File: src/rtl/wb_crc_engine_pkg.sv
// wb_crc_pkg: shared register offsets, FSM states and CTRL field positions
// for the Wishbone CRC engine. No ports; imported by the engine RTL.
package wb_crc_pkg;

    localparam logic [2:0] REG_DATA   = 3'd0;
    localparam logic [2:0] REG_RESULT = 3'd1;
    localparam logic [2:0] REG_CTRL   = 3'd2;
    localparam logic [2:0] REG_RAW    = 3'd3;
    localparam logic [2:0] REG_COUNT  = 3'd4;

    localparam int CTRL_INIT_BIT  = 0;
    localparam int CTRL_RIN_BIT   = 8;
    localparam int CTRL_ROUT_BIT  = 9;
    localparam int CTRL_STATS_BIT = 16;

    typedef enum logic [1:0] {
        ST_IDLE = 2'd0,
        ST_PROC = 2'd1,
        ST_ACK  = 2'd2
    } state_e;

    function automatic logic [7:0] rev8(input logic [7:0] v);
        logic [7:0] r;
        for (int i = 0; i < 8; i++) begin
            r[i] = v[7-i];
        end
        return r;
    endfunction

endpackage

File: src/rtl/wb_crc_engine_if.sv
// Wishbone B4 classic bus bundle for the CRC engine.
// Signals: adr/dat_i/sel/we/cti/cyc/stb (master->slave), dat_o/ack (slave->master).
interface wb_crc_engine_if #(
    parameter int AW = 32
) ();
    logic [AW-1:0] wb_adr_i;
    logic [31:0]   wb_dat_i;
    logic [3:0]    wb_sel_i;
    logic          wb_we_i;
    logic [2:0]    wb_cti_i;
    logic          wb_cyc_i;
    logic          wb_stb_i;
    logic [31:0]   wb_dat_o;
    logic          wb_ack_o;

    modport master (
        output wb_adr_i, wb_dat_i, wb_sel_i, wb_we_i,
        output wb_cti_i, wb_cyc_i, wb_stb_i,
        input  wb_dat_o, wb_ack_o
    );

    modport slave (
        input  wb_adr_i, wb_dat_i, wb_sel_i, wb_we_i,
        input  wb_cti_i, wb_cyc_i, wb_stb_i,
        output wb_dat_o, wb_ack_o
    );
endinterface

File: src/rtl/wb_crc_engine_crc_byte_step.sv
// crc_byte_step: combinational one-byte CRC update, MSB-first shift register form.
// Ports: crc_i (current crc), data_i (input byte), crc_o (updated crc).
module crc_byte_step
    import wb_crc_pkg::*;
#(
    parameter int          CRC_W      = 32,
    parameter logic [31:0] POLY       = 32'h04C11DB7,
    parameter bit          REFLECT_IN = 1'b1
) (
    input  logic [CRC_W-1:0] crc_i,
    input  logic [7:0]       data_i,
    output logic [CRC_W-1:0] crc_o
);

    localparam logic [CRC_W-1:0] POLY_C = POLY[CRC_W-1:0];

    logic [7:0]       b;
    logic [CRC_W-1:0] c;
    logic             fb;

    always_comb begin
        b  = REFLECT_IN ? rev8(data_i) : data_i;
        c  = crc_i;
        fb = 1'b0;
        for (int i = 0; i < 8; i++) begin
            fb = c[CRC_W-1] ^ b[7-i];
            c  = {c[CRC_W-2:0], 1'b0} ^ (fb ? POLY_C : '0);
        end
        crc_o = c;
    end

endmodule

File: src/rtl/wb_crc_engine.sv
// wb_crc_engine: Wishbone B4 classic slave computing a generic CRC over
// byte-lane-masked writes, one enabled lane per cycle, ack after the last lane.
// Ports: wb_clk_i, wb_rst_i (async, active low), wb (slave modport of
// wb_crc_engine_if). Optional byte counter: define WB_CRC_STATS_EN.
module wb_crc_engine
    import wb_crc_pkg::*;
#(
    parameter int          CRC_W       = 32,
    parameter logic [31:0] POLY        = 32'h04C11DB7,
    parameter logic [31:0] INIT        = 32'hFFFFFFFF,
    parameter logic [31:0] XOR_OUT     = 32'hFFFFFFFF,
    parameter bit          REFLECT_IN  = 1'b1,
    parameter bit          REFLECT_OUT = 1'b1,
    parameter int          AW          = 32
) (
    input  logic          wb_clk_i,
    input  logic          wb_rst_i,
    wb_crc_engine_if.slave wb
);

    localparam logic [CRC_W-1:0] INIT_C = INIT[CRC_W-1:0];
    localparam logic [CRC_W-1:0] XOR_C  = XOR_OUT[CRC_W-1:0];
`ifdef WB_CRC_STATS_EN
    localparam logic STATS = 1'b1;
`else
    localparam logic STATS = 1'b0;
`endif

    state_e           state_q, state_d;
    logic [CRC_W-1:0] crc_q, crc_d;
    logic [CRC_W-1:0] crc_step, crc_rev, result;
    logic [31:0]      dbuf_q, dbuf_d;
    logic [31:0]      dat_q, dat_d;
    logic [31:0]      rdata, count_rd;
    logic [3:0]       rem_q, rem_d, rem_next;
    logic [7:0]       lane_byte;
    logic [2:0]       reg_sel;
    logic             req, data_wr;
    logic             unused_ok;

`ifdef WB_CRC_STATS_EN
    logic [31:0] count_q, count_d;
    assign count_rd = count_q;
`else
    assign count_rd = '0;
`endif

    assign reg_sel   = wb.wb_adr_i[4:2];
    assign req       = wb.wb_cyc_i & wb.wb_stb_i & ~wb.wb_ack_o;
    assign data_wr   = wb.wb_we_i & (reg_sel == REG_DATA) & (|wb.wb_sel_i);
    assign unused_ok = ^{wb.wb_cti_i, wb.wb_adr_i};

    // Clearing the lowest set bit walks the lanes from 0 upwards.
    assign rem_next = rem_q & (rem_q - 4'd1);

    always_comb begin
        if (rem_q[0])      lane_byte = dbuf_q[7:0];
        else if (rem_q[1]) lane_byte = dbuf_q[15:8];
        else if (rem_q[2]) lane_byte = dbuf_q[23:16];
        else               lane_byte = dbuf_q[31:24];
    end

    crc_byte_step #(
        .CRC_W      (CRC_W),
        .POLY       (POLY),
        .REFLECT_IN (REFLECT_IN)
    ) u_step (
        .crc_i  (crc_q),
        .data_i (lane_byte),
        .crc_o  (crc_step)
    );

    always_comb begin
        crc_rev = '0;
        for (int i = 0; i < CRC_W; i++) begin
            crc_rev[i] = crc_q[CRC_W-1-i];
        end
        result = (REFLECT_OUT ? crc_rev : crc_q) ^ XOR_C;
    end

    always_comb begin
        rdata = '0;
        unique case (reg_sel)
            REG_RESULT: rdata = 32'(result);
            REG_CTRL: begin
                rdata[7:0]            = 8'(CRC_W);
                rdata[CTRL_RIN_BIT]   = REFLECT_IN;
                rdata[CTRL_ROUT_BIT]  = REFLECT_OUT;
                rdata[CTRL_STATS_BIT] = STATS;
            end
            REG_RAW:   rdata = 32'(crc_q);
            REG_COUNT: rdata = count_rd;
            default:   rdata = '0;
        endcase
    end

    always_comb begin
        state_d = state_q;
        crc_d   = crc_q;
        dbuf_d  = dbuf_q;
        rem_d   = rem_q;
        dat_d   = dat_q;
`ifdef WB_CRC_STATS_EN
        count_d = count_q;
`endif
        unique case (state_q)
            ST_IDLE: begin
                if (req) begin
                    dat_d = '0;
                    if (data_wr) begin
                        state_d = ST_PROC;
                        dbuf_d  = wb.wb_dat_i;
                        rem_d   = wb.wb_sel_i;
                    end else begin
                        state_d = ST_ACK;
                        if (!wb.wb_we_i) begin
                            dat_d = rdata;
                        end else if (reg_sel == REG_CTRL &&
                                     wb.wb_dat_i[CTRL_INIT_BIT]) begin
                            crc_d = INIT_C;
`ifdef WB_CRC_STATS_EN
                            count_d = '0;
`endif
                        end else if (reg_sel == REG_RAW) begin
                            crc_d = wb.wb_dat_i[CRC_W-1:0];
                        end
                    end
                end
            end
            ST_PROC: begin
                crc_d = crc_step;
                rem_d = rem_next;
`ifdef WB_CRC_STATS_EN
                count_d = count_q + 32'd1;
`endif
                if (rem_next == 4'd0) begin
                    state_d = ST_ACK;
                end
            end
            ST_ACK:  state_d = ST_IDLE;
            default: state_d = ST_IDLE;
        endcase
    end

    always_ff @(posedge wb_clk_i or negedge wb_rst_i) begin
        if (!wb_rst_i) begin
            state_q <= ST_IDLE;
            crc_q   <= INIT_C;
            dbuf_q  <= '0;
            rem_q   <= '0;
            dat_q   <= '0;
`ifdef WB_CRC_STATS_EN
            count_q <= '0;
`endif
        end else begin
            state_q <= state_d;
            crc_q   <= crc_d;
            dbuf_q  <= dbuf_d;
            rem_q   <= rem_d;
            dat_q   <= dat_d;
`ifdef WB_CRC_STATS_EN
            count_q <= count_d;
`endif
        end
    end

    assign wb.wb_ack_o = (state_q == ST_ACK);
    assign wb.wb_dat_o = dat_q;

endmodule

File: src/flat_wrapper.sv
// flat-port wrapper written by rule: the top's interface ports become plain ports
module wb_crc_engine_flat import wb_crc_pkg::*;
#(
    parameter int          CRC_W       = 32,
    parameter logic [31:0] POLY        = 32'h04C11DB7,
    parameter logic [31:0] INIT        = 32'hFFFFFFFF,
    parameter logic [31:0] XOR_OUT     = 32'hFFFFFFFF,
    parameter bit          REFLECT_IN  = 1'b1,
    parameter bit          REFLECT_OUT = 1'b1,
    parameter int          AW          = 32
)
  (wb_clk_i, wb_rst_i, wb_wb_adr_i, wb_wb_dat_i, wb_wb_sel_i, wb_wb_we_i, wb_wb_cti_i, wb_wb_cyc_i, wb_wb_stb_i, wb_wb_dat_o, wb_wb_ack_o);
  wb_crc_engine_if #(.AW(AW)) wb_i ();
  input  logic wb_clk_i;
  input  logic wb_rst_i;
  input wire logic [$bits(wb_i.wb_adr_i)-1:0] wb_wb_adr_i;
  input wire logic [$bits(wb_i.wb_dat_i)-1:0] wb_wb_dat_i;
  input wire logic [$bits(wb_i.wb_sel_i)-1:0] wb_wb_sel_i;
  input wire logic [$bits(wb_i.wb_we_i)-1:0] wb_wb_we_i;
  input wire logic [$bits(wb_i.wb_cti_i)-1:0] wb_wb_cti_i;
  input wire logic [$bits(wb_i.wb_cyc_i)-1:0] wb_wb_cyc_i;
  input wire logic [$bits(wb_i.wb_stb_i)-1:0] wb_wb_stb_i;
  output wire logic [$bits(wb_i.wb_dat_o)-1:0] wb_wb_dat_o;
  output wire logic [$bits(wb_i.wb_ack_o)-1:0] wb_wb_ack_o;
  assign wb_i.wb_adr_i = wb_wb_adr_i;
  assign wb_i.wb_dat_i = wb_wb_dat_i;
  assign wb_i.wb_sel_i = wb_wb_sel_i;
  assign wb_i.wb_we_i = wb_wb_we_i;
  assign wb_i.wb_cti_i = wb_wb_cti_i;
  assign wb_i.wb_cyc_i = wb_wb_cyc_i;
  assign wb_i.wb_stb_i = wb_wb_stb_i;
  assign wb_wb_dat_o = wb_i.wb_dat_o;
  assign wb_wb_ack_o = wb_i.wb_ack_o;
  wb_crc_engine #(.CRC_W(CRC_W), .POLY(POLY), .INIT(INIT), .XOR_OUT(XOR_OUT), .REFLECT_IN(REFLECT_IN), .REFLECT_OUT(REFLECT_OUT), .AW(AW)) u_core (.wb_clk_i(wb_clk_i), .wb_rst_i(wb_rst_i), .wb(wb_i));
endmodule
File: config.mk
export PLATFORM = sky130hd
export DESIGN_NAME = wb_crc_engine_flat
export DESIGN_NICKNAME = d
export VERILOG_FILES = /design/src/rtl/wb_crc_engine_pkg.sv /design/src/rtl/wb_crc_engine_if.sv /design/src/rtl/wb_crc_engine_crc_byte_step.sv /design/src/rtl/wb_crc_engine.sv /design/src/flat_wrapper.sv
export SDC_FILE = /design/constraint.sdc
export NUM_CORES = 1
export LEC_CHECK = 0
export ABC_CLOCK_PERIOD_IN_PS = 3300
export CAP_MARGIN = 20
export CELL_PAD_IN_SITES_DETAIL_PLACEMENT = 1
export CELL_PAD_IN_SITES_GLOBAL_PLACEMENT = 2
export CORE_UTILIZATION = 34
export DETAILED_ROUTE_END_ITERATION = 12
export PLACE_DENSITY = 0.82
export SLEW_MARGIN = 20
export SYNTH_ARGS = -nofsm -noshare
export SYNTH_HDL_FRONTEND = slang
export SYNTH_HIERARCHICAL = 1
export SYNTH_SLANG_ARGS = --single-unit
File: constraint.sdc
create_clock -name wb_clk_i -period 3.3 [get_ports wb_clk_i]
set_clock_uncertainty 0.05 [all_clocks]
set_input_delay 0.66 -clock wb_clk_i [delete_from_list [all_inputs] [get_ports wb_clk_i]]
set_output_delay 0.66 -clock wb_clk_i [all_outputs]
set_load 0.1 [all_outputs]
==> reports/summary.txt <==
status: finished clean
FF-to-FF End: u_core/crc_q[27]$_DFFE_PN1P_
share of post-route cells with drive strength above 1: 0.2920
Routed Antenna Nets: 0
Placed Cells: 776
Pre-antenna DRT Iters: 5
pin count of the biggest net entering global routing: 81
Avg Inst Size Synth: 11.66 um2
Row Count: 47
fin crit share: 0.9507
Hold-fix buffers, CTS: 0
DP Worst Slack: 0.1333 ns
Mapped Nets: 569
CTS buffer count: 9
Cells after Synth: 493
arrival time worst endpoint: 3.36 ns
Slew Limit Fails: 0
Area growth syn-to-layout: 23.00%
Final nets: 643
Fmax: 0.3187 GHz
Syn. warnings: 6
Clk Latency, worst-skew pair: 0.36 ns
Worst-Margin Slew: 0.7358 ns
root buffer cell: clkbuf_16
unrepaired setup endpoints after global routing: false
Setup WS post-layout: 0.1626 ns
Post-synth EDFFs: 0
top-area cell type share of the netlist area: 0.3046
fillcell total: 1795
CP max FO: 17
Seq/Total Area, Yosys: 0.4508
die width: 132.1 um
global-route wire length before repair: 26240 um
Post-synth top cells: dfrtp_1, o22ai_1, nand2_1, mux2_2, dfstp_2
Multi-input gate area: 2959 um2
R2R Setup Slk: 0.16 ns
FF+latch count, synth: 102
CTS max path bufs: 2
Hold Crit Class: input pin to async pin
endpoints failing setup: 0
Pwr per Cell Area: 885.5 nW/um2
Final min period: 3.137 ns
number of distinct library cells after synthesis: 48
synthesized area: 5751 um2
Overflow after GRT: 0
max_slew headroom: 0.5094
CTS tree: yes
count leader, synth: dfrtp_1
Initial Util: 0.3480
maximum VDD drop: 0.3935 mV
# diodes: 0
post_cts resized: 0
setup TNS: 0 ns
WHS: 0.2919 ns
Reg clk slew, reported paths: 0.07 ns
dpl hpwl: 11930 um
post-detailed-route via-to-cell ratio: 5.403
Total GRT Usage: 0.1984
Max-Cap Viols: 0
antenna violations before repair: 0
Fin. Hold Viols: 0
postcts setup bufs: 0
H-tree depth: 3
CORE AREA: 16520 um2
DRT iter0 DRCs: 167
port bufs: 76
Critical Path Sink Type: flip-flop
WL/cell: 20.33 um
via count: 4279
# clock sinks: 102
worst r2r src: u_core/rem_q[1]$_DFFE_PN0P_
GPL Wtd Cong: 0.8722
vias in the first global route: 4572
die area: 17440 um2
synth top area cells: dfrtp_1, dfstp_2, o22ai_1
final cell count without fillers: 792
Post-synth top flop: dfrtp_1
Synth area leader: dfrtp_1
Critical Path Sink: u_core/crc_q[27]$_DFFE_PN1P_
Remaining DRCs: 0
Worst Setup SP: u_core/rem_q[1]$_DFFE_PN0P_
IO Pins: 109
FF-to-FF path depth: 8
critical path type: flip-flop to flip-flop
worst endpoint required time: 3.52 ns
crit start category: flip-flop
register area: 2592 um2
die height: 132.1 um
Core Util, Final: 0.4280
DRT Wirelength: 16100 um
leakage power: 3.058 nW
fraction of registers with async set/reset: 1.000
[through the flow]
stage | cell area [um2] | power [mW]
2_1_floorplan | 5751 | 4.288
3_3_place_gp | 6769 | 5.085
3_5_place_dp | 6769 | 5.165
4_1_cts | 7069 | 6.309
5_1_grt | 7073 | 6.578
6_report | 7073 | 6.263
[layout by cell type (no fill, tap or decap), types with 3 or more instances in the layout]
| cell | count |
|---|---|
| o2bb2ai_1 | 22 |
| inv_1 | 3 |
| nand2_1 | 53 |
| o21ai_1 | 9 |
| dfrtp_1 | 70 |
| clkbuf_16 | 9 |
| a2bb2oi_1 | 7 |
| buf_12 | 3 |
| mux2i_1 | 8 |
| nor2b_1 | 4 |
| o22ai_1 | 66 |
| nor2_1 | 15 |
| xor3_1 | 9 |
| xnor2_1 | 25 |
| o221ai_1 | 3 |
| xnor3_1 | 6 |
| xnor2_2 | 5 |
| clkdlybuf4s50_1 | 42 |
| o21ai_0 | 10 |
| xor2_1 | 8 |
| xnor2_4 | 6 |
| mux2_2 | 33 |
| a22o_1 | 25 |
| buf_4 | 59 |
| a21oi_1 | 9 |
| clkinv_2 | 3 |
| dfstp_2 | 32 |
[sequential cells by signal, summed over array words and instances (netlist names)]
| name | flops |
|---|---|
| u_core/crc_q | 32 |
| u_core/dbuf_q | 32 |
| u_core/rem_q | 4 |
| u_core/state_q | 2 |
| u_core/wb.wb_dat_o | 32 |
[worst min-delay path by stage]
stage / from / endpoint / slack, ns / depth (start not counted)
floorplan: wb_rst_i / u_core/dbuf_q[0]$_DFFE_PN0P_ / 0.31 / 0
CTS: u_core/wb.wb_dat_o[0]$_DFFE_PN0P_ / u_core/wb.wb_dat_o[0]$_DFFE_PN0P_ / 0.44 / 2
global placement: u_core/wb.wb_dat_o[0]$_DFFE_PN0P_ / u_core/wb.wb_dat_o[0]$_DFFE_PN0P_ / 0.42 / 2
detailed placement: u_core/wb.wb_dat_o[0]$_DFFE_PN0P_ / u_core/wb.wb_dat_o[0]$_DFFE_PN0P_ / 0.42 / 2
global route: wb_rst_i / u_core/wb.wb_dat_o[30]$_DFFE_PN0P_ / 0.36 / 1
finish: wb_rst_i / u_core/wb.wb_dat_o[31]$_DFFE_PN0P_ / 0.29 / 1
[logic make-up after synthesis]
family,Yosys count,share of synthesized area
flip-flops,102,0.4508
buffers and inverters,45,0.03655
XOR/XNOR,63,0.1706
AO/OA/AOI/OAI,158,0.1963
adder cells (fa/ha/maj),1,0.001741
multiplexers,42,0.08051
AND/OR/NAND/NOR,82,0.06353
[layout make-up]
cell class / instances / share of cell area
clock buffers: 10 / 0.03379
inverters: 3 / 0.001592
well taps: 220 / 0.03892
clock inverters: 6 / 0.008668
repair buffers: 105 / 0.1321
multi-input cells: 346 / 0.4184
flip-flops and latches: 102 / 0.3665
[per-layer routing]
layer / up-vias / GRT usage / wire length, um
met5: - / 0 / 0
met4: 0 / 0.08333 / 405
met3: 22 / 0.03076 / 645
met2: 110 / 0.3145 / 7641
met1: 2163 / 0.2703 / 7408
li1: 1984 / - / -
[where the power goes]
part | internal [mW] | switching (mW) | leakage [nW]
Combinational | 1.77 | 1.46 | 1.64
Clock | 0.606 | 0.471 | 0.148
Sequential | 1.61 | 0.346 | 1.27
Total | 3.98 | 2.28 | 3.06
[critical path, stage by stage (launching register included)]
cell     delay, ns
dfrtp_1       0.80
a21oi_1       0.13
o21ai_0       0.53
xnor2_4       0.15
buf_4         0.18
xnor2_1       0.40
xor3_4        0.48
o22ai_1       0.21
o22ai_1       0.12
Note: power is estimated with default switching activity, not from simulation.
